[src/rtl/alu_execute_unit.sv]
// alu_execute_unit: execute stage between the A/B operand registers and the O register.
// It handles ADD/SUB/AND/OR/XOR in a single cycle. MUL is an iterative shift-add over
// INPUT_WIDTH cycles. A one-cycle ldo strobe marks each valid result.
module alu_execute_unit #(
    parameter int INPUT_WIDTH  = 4,
    parameter int OUTPUT_WIDTH = 8
) (
    input  logic                    clk,
    input  logic                    reset,
    input  logic                    start,
    input  logic [2:0]              opcode,
    input  logic [INPUT_WIDTH-1:0]  a_in,
    input  logic [INPUT_WIDTH-1:0]  b_in,
    output logic [OUTPUT_WIDTH-1:0] result,
    output logic                    ldo,
    output logic                    busy,
    output logic                    carry,
    output logic                    zero,
    output logic                    illegal
);

    localparam int CW = $clog2(INPUT_WIDTH + 1);

    typedef enum logic [1:0] {
        IDLE     = 2'd0,
        MULT     = 2'd1,
        COMPLETE = 2'd2
    } state_t;

    typedef enum logic [2:0] {
        OP_ADD = 3'b000,
        OP_SUB = 3'b001,
        OP_AND = 3'b010,
        OP_OR  = 3'b011,
        OP_XOR = 3'b100,
        OP_MUL = 3'b101
    } op_t;

    state_t                  state_q;
    logic [OUTPUT_WIDTH-1:0] result_q;
    logic                    ldo_q;
    logic                    busy_q;
    logic                    carry_q;
    logic                    zero_q;
    logic                    illegal_q;
    logic [OUTPUT_WIDTH-1:0] acc_q;
    logic [OUTPUT_WIDTH-1:0] mcand_q;
    logic [INPUT_WIDTH-1:0]  mplier_q;
    logic [CW-1:0]           count_q;

    logic [OUTPUT_WIDTH-1:0] a_ext_d;
    logic [OUTPUT_WIDTH-1:0] b_ext_d;
    logic [OUTPUT_WIDTH-1:0] alu_d;
    logic                    alu_carry_d;
    logic [OUTPUT_WIDTH-1:0] acc_d;

    // Single-cycle ALU result and carry/borrow computed from the live operands.
    always_comb begin
        a_ext_d     = OUTPUT_WIDTH'(a_in);
        b_ext_d     = OUTPUT_WIDTH'(b_in);
        alu_d       = '0;
        alu_carry_d = 1'b0;
        case (op_t'(opcode))
            OP_ADD: begin
                alu_d       = a_ext_d + b_ext_d;
                alu_carry_d = alu_d[INPUT_WIDTH];
            end
            OP_SUB: begin
                alu_d       = a_ext_d - b_ext_d;
                alu_carry_d = (a_in < b_in);
            end
            OP_AND:  alu_d = a_ext_d & b_ext_d;
            OP_OR:   alu_d = a_ext_d | b_ext_d;
            OP_XOR:  alu_d = a_ext_d ^ b_ext_d;
            default: alu_d = '0;
        endcase
    end

    // Next partial product for one shift-add multiply step.
    always_comb begin
        acc_d = acc_q + (mplier_q[0] ? mcand_q : '0);
    end

    // Control FSM with registered result, flags and strobes.
    always_ff @(posedge clk) begin
        if (reset) begin
            state_q   <= IDLE;
            result_q  <= '0;
            ldo_q     <= 1'b0;
            busy_q    <= 1'b0;
            carry_q   <= 1'b0;
            zero_q    <= 1'b0;
            illegal_q <= 1'b0;
            acc_q     <= '0;
            mcand_q   <= '0;
            mplier_q  <= '0;
            count_q   <= '0;
        end else begin
            ldo_q     <= 1'b0;
            illegal_q <= 1'b0;
            case (state_q)
                IDLE: begin
                    busy_q <= 1'b0;
                    if (start) begin
                        if (opcode == OP_MUL) begin
                            acc_q    <= '0;
                            mcand_q  <= a_ext_d;
                            mplier_q <= b_in;
                            count_q  <= CW'(INPUT_WIDTH);
                            busy_q   <= 1'b1;
                            state_q  <= MULT;
                        end else if (opcode == 3'b110 || opcode == 3'b111) begin
                            illegal_q <= 1'b1;
                        end else begin
                            result_q <= alu_d;
                            carry_q  <= alu_carry_d;
                            zero_q   <= (alu_d == '0);
                            ldo_q    <= 1'b1;
                            busy_q   <= 1'b1;
                            state_q  <= COMPLETE;
                        end
                    end
                end
                MULT: begin
                    acc_q    <= acc_d;
                    mcand_q  <= mcand_q << 1;
                    mplier_q <= mplier_q >> 1;
                    count_q  <= count_q - 1'b1;
                    // The final step writes the product while entering COMPLETE. This keeps
                    // result/ldo registered and visible for exactly the COMPLETE cycle.
                    if (count_q == CW'(1)) begin
                        result_q <= acc_d;
                        carry_q  <= 1'b0;
                        zero_q   <= (acc_d == '0);
                        ldo_q    <= 1'b1;
                        state_q  <= COMPLETE;
                    end
                end
                COMPLETE: begin
                    busy_q  <= 1'b0;
                    state_q <= IDLE;
                end
                default: begin
                    busy_q  <= 1'b0;
                    state_q <= IDLE;
                end
            endcase
        end
    end

    assign result  = result_q;
    assign ldo     = ldo_q;
    assign busy    = busy_q;
    assign carry   = carry_q;
    assign zero    = zero_q;
    assign illegal = illegal_q;

endmodule
[config.mk]
export PLATFORM = sky130hd
export DESIGN_NAME = alu_execute_unit
export DESIGN_NICKNAME = d
export VERILOG_FILES = /design/src/rtl/alu_execute_unit.sv
export SDC_FILE = /design/constraint.sdc
export NUM_CORES = 1
export LEC_CHECK = 0
export ABC_AREA = 1
export CELL_PAD_IN_SITES_DETAIL_PLACEMENT = 1
export CELL_PAD_IN_SITES_GLOBAL_PLACEMENT = 1
export CORE_ASPECT_RATIO = 0.7
export CORE_MARGIN = 1.5
export CORE_UTILIZATION = 45
export CTS_BUF_LIST = sky130_fd_sc_hd__clkbuf_4 sky130_fd_sc_hd__clkbuf_8
export CTS_CLUSTER_DIAMETER = 60
export DETAILED_ROUTE_END_ITERATION = 10
export PLACE_DENSITY_LB_ADDON = 0.2
export SLEW_MARGIN = 20
export SYNTH_ARGS = -nofsm -noshare
export SYNTH_HDL_FRONTEND = slang
export SYNTH_SLANG_ARGS = --single-unit
[constraint.sdc]
create_clock -name clk -period 3.6 [get_ports clk]
set_clock_uncertainty 0.2 [all_clocks]
set_input_delay 0.72 -clock clk [delete_from_list [all_inputs] [get_ports clk]]
set_output_delay 0.72 -clock clk [all_outputs]
set_load 0.01 [all_outputs]
==> flow_summary.ini <==
[synth]
synth_warnings = 0
synthArstFlopShare_pct = 0
yosys.area.top_type = dfxtp_1
ys_seq_area_share_pct = 30.8
synthTopCellsByArea = dfxtp_1 (31%), nand2_1 (13%), ha_1 (11%)
synth_nets = 402
synth_most_common_cell = nand2_1
syn-cell-area_um2 = 2470
ys_types = 28
synthTopCellsByCount = nand2_1 (88), inv_1 (50), dfxtp_1 (38), nand3_1 (31), nor2_1 (31)
synth.avg_cell_area_um2 = 6.78
synthFlopType = dfxtp_1
synth_edf_count = 0
yosysTopAreaCellShare_pct = 30.8
synth_cells = 364
ys_seq_elements = 38

[routing]
postRouteAntennaNets = 0
via_per_inst = 5.35
dr.first_iter.drc_count = 109
vias = 2468
dr.pass1.iters = 5
wl_per_cell_um = 15.3
drc = 0
totalWireLength_um = 7070

[timing]
final.setup.tns_ns = 0
slew_headroom_pct = 62.1
holdWs_ns = 0.276
rsz0062_at_grt = no
fmax_mhz = 345
period_minus_slack_ns = 2.90
slew_violations = 0
hold_viol_final = 0
worst_slew_pin_slew_ns = 0.563
setup_violations = 0
finalCritPeriodShare_pct = 80.6

[worst_setup_path]
r2r-start = mplier_q[0]$_SDFFE_PP0P_
r2r_cells = 13
reg2reg_setup_slack_ns = 1.12
r2r-end = zero$_SDFFE_PP0P_
worstPathArrival_ns = 2.95
cp-end-kind = flop
required_ns = 3.65
crit_fanout = 3
path_class = in -> reg
startpoint_type = input pin

[die]
start_util_pct = 47.0
die_area_um2 = 5950
fp.dieW_um = 91.5
core-area_um2 = 5260
rows = 22
ios = 27
die_y_um = 65.0

[cts]
cts_resized = 0
numCtsBuffers = 5
clk_pin_slew_ns = 0.08
post_cts_buffers = 0
insertion_delay_ns = 0.30
cts.root.buffer_cell = clkbuf_8
tritoncts = done
cts_hold_buf = 0
h-tree-depth = 2
clock_sinks = 38
cts_buffer_depth = 2

[job]
cap_violations = 0

[power_and_ir_drop]
vdd_ir_drop_max_v = 0.000237
p_leak_nw = 1.39
power-per-cell-area_nw_per_um2 = 352

[cells_and_area]
layout.nets = 426
drive_gt1_share_pct = 6.17
instances_no_fill = 461
diodes = 0
area_growth_pct = 16.5
fill_cells = 723

[placement]
dp_cells = 453
place_congestion = 0.963
port_buffers = 26
dp_hpwl_um = 5380

[global_route]
antenna_found_initial = 0
grt_max_degree = 24
grt_pass1_wl_um = 11800
grtUsageTotal_pct = 25.5
gr-total-overflow = 0
first_global_vias = 2425

[min_path]
holdPathStages = 2
hp-class = reg -> reg
hold_path_end = busy$_SDFFE_PP0N_
min_from = busy$_SDFFE_PP0N_

[status]
outcome = complete, no violations
per-stage QoR:
stage               util (%)  setup WS, ns  power, mW  instance area (um^2)
finish                  54.7         0.700       1.01                  2880
global route            54.7         0.597       1.05                  2880
CTS                     54.7         0.727       1.02                  2880
detailed placement      52.5         0.604      0.635                  2760
global placement        52.5         0.644      0.632                  2760
floorplan                  -          1.31      0.564                  2470
cell usage in the layout, fill, tap and decap left out, types with 11 or more instances in the layout:
cell type / synthesis / layout
ha_1: 21 / 21
dfxtp_1: 38 / 38
a31oi_1: 11 / 11
o21ai_0: 22 / 22
nand2_1: 88 / 88
clkdlybuf4s50_1: 0 / 26
inv_1: 50 / 50
nand3_1: 31 / 31
a21oi_1: 23 / 23
nor2_1: 31 / 31
worst max path at each step:
stage	from	end	slack (ns)	cells after the start
final	a_in[0]	zero$_SDFFE_PP0P_	0.70	15
after global routing	a_in[0]	zero$_SDFFE_PP0P_	0.60	15
after CTS	a_in[0]	zero$_SDFFE_PP0P_	0.73	15
after detailed placement	a_in[0]	zero$_SDFFE_PP0P_	0.60	15
after global placement	a_in[0]	zero$_SDFFE_PP0P_	0.64	15
after floorplan	a_in[0]	zero$_SDFFE_PP0P_	1.31	10
power breakdown:
part	leakage (nW)	switching, mW	internal [mW]	total [mW]
logic	1.03	0.108	0.0715	0.179
registers	0.309	0.0127	0.439	0.451
clock network	0.0593	0.159	0.223	0.382
registers in the layout, summed over array words and instances (netlist names):
| signal | count |
|---|---|
| busy | 1 |
| acc_q | 8 |
| state_q | 2 |
| result | 8 |
| illegal | 1 |
| mcand_q | 8 |
| ldo | 1 |
| carry | 1 |
| count_q | 3 |
| zero | 1 |
| mplier_q | 4 |
metal layers:
layer / wire, um / vias up / track usage (%)
met5: 0 / - / 0
met4: 59 / 0 / 4.49
met3: 323 / 8 / 6.22
met2: 3060 / 48 / 39.6
met1: 3630 / 1186 / 36.0
li1: - / 1226 / -
layout make-up:
class | instances | area, um^2 | share of cell area [%]
Tap cell | 72 | 90.1 | 3.13
Clock buffer | 7 | 83.8 | 2.91
Clock inverter | 1 | 30.0 | 1.04
Sequential cell | 38 | 761 | 26.4
Multi-Input combinational cell | 261 | 1430 | 49.7
Inverter | 53 | 199 | 6.92
Timing Repair Buffer | 29 | 283 | 9.83
critical path, cell delays in order:
cell,delay [ns]
clkdlybuf4s50_1,0.50
inv_1,0.07
ha_1,0.24
fa_1,0.40
nor2_1,0.14
nor2_1,0.07
nand2_1,0.05
nand2_1,0.05
nor2_1,0.15
nand3_1,0.11
nor2_1,0.16
nand3_1,0.09
nand3_1,0.09
nand2_1,0.06
inv_1,0.05
cells by family (layout without fill, tap and decap cells):
family / after synthesis / after routing / synth area share [%]
AOI/OAI and AO/OA: 66 / 66 / 14.7
xor gates and xnor gates: 3 / 3 / 1.06
adders and majority gates: 24 / 24 / 13.1
buffers and inverters: 65 / 90 / 11.3
DFF: 38 / 38 / 30.8
and+or+nand+nor: 168 / 168 / 29.0
(Power assumes the default switching activity.)
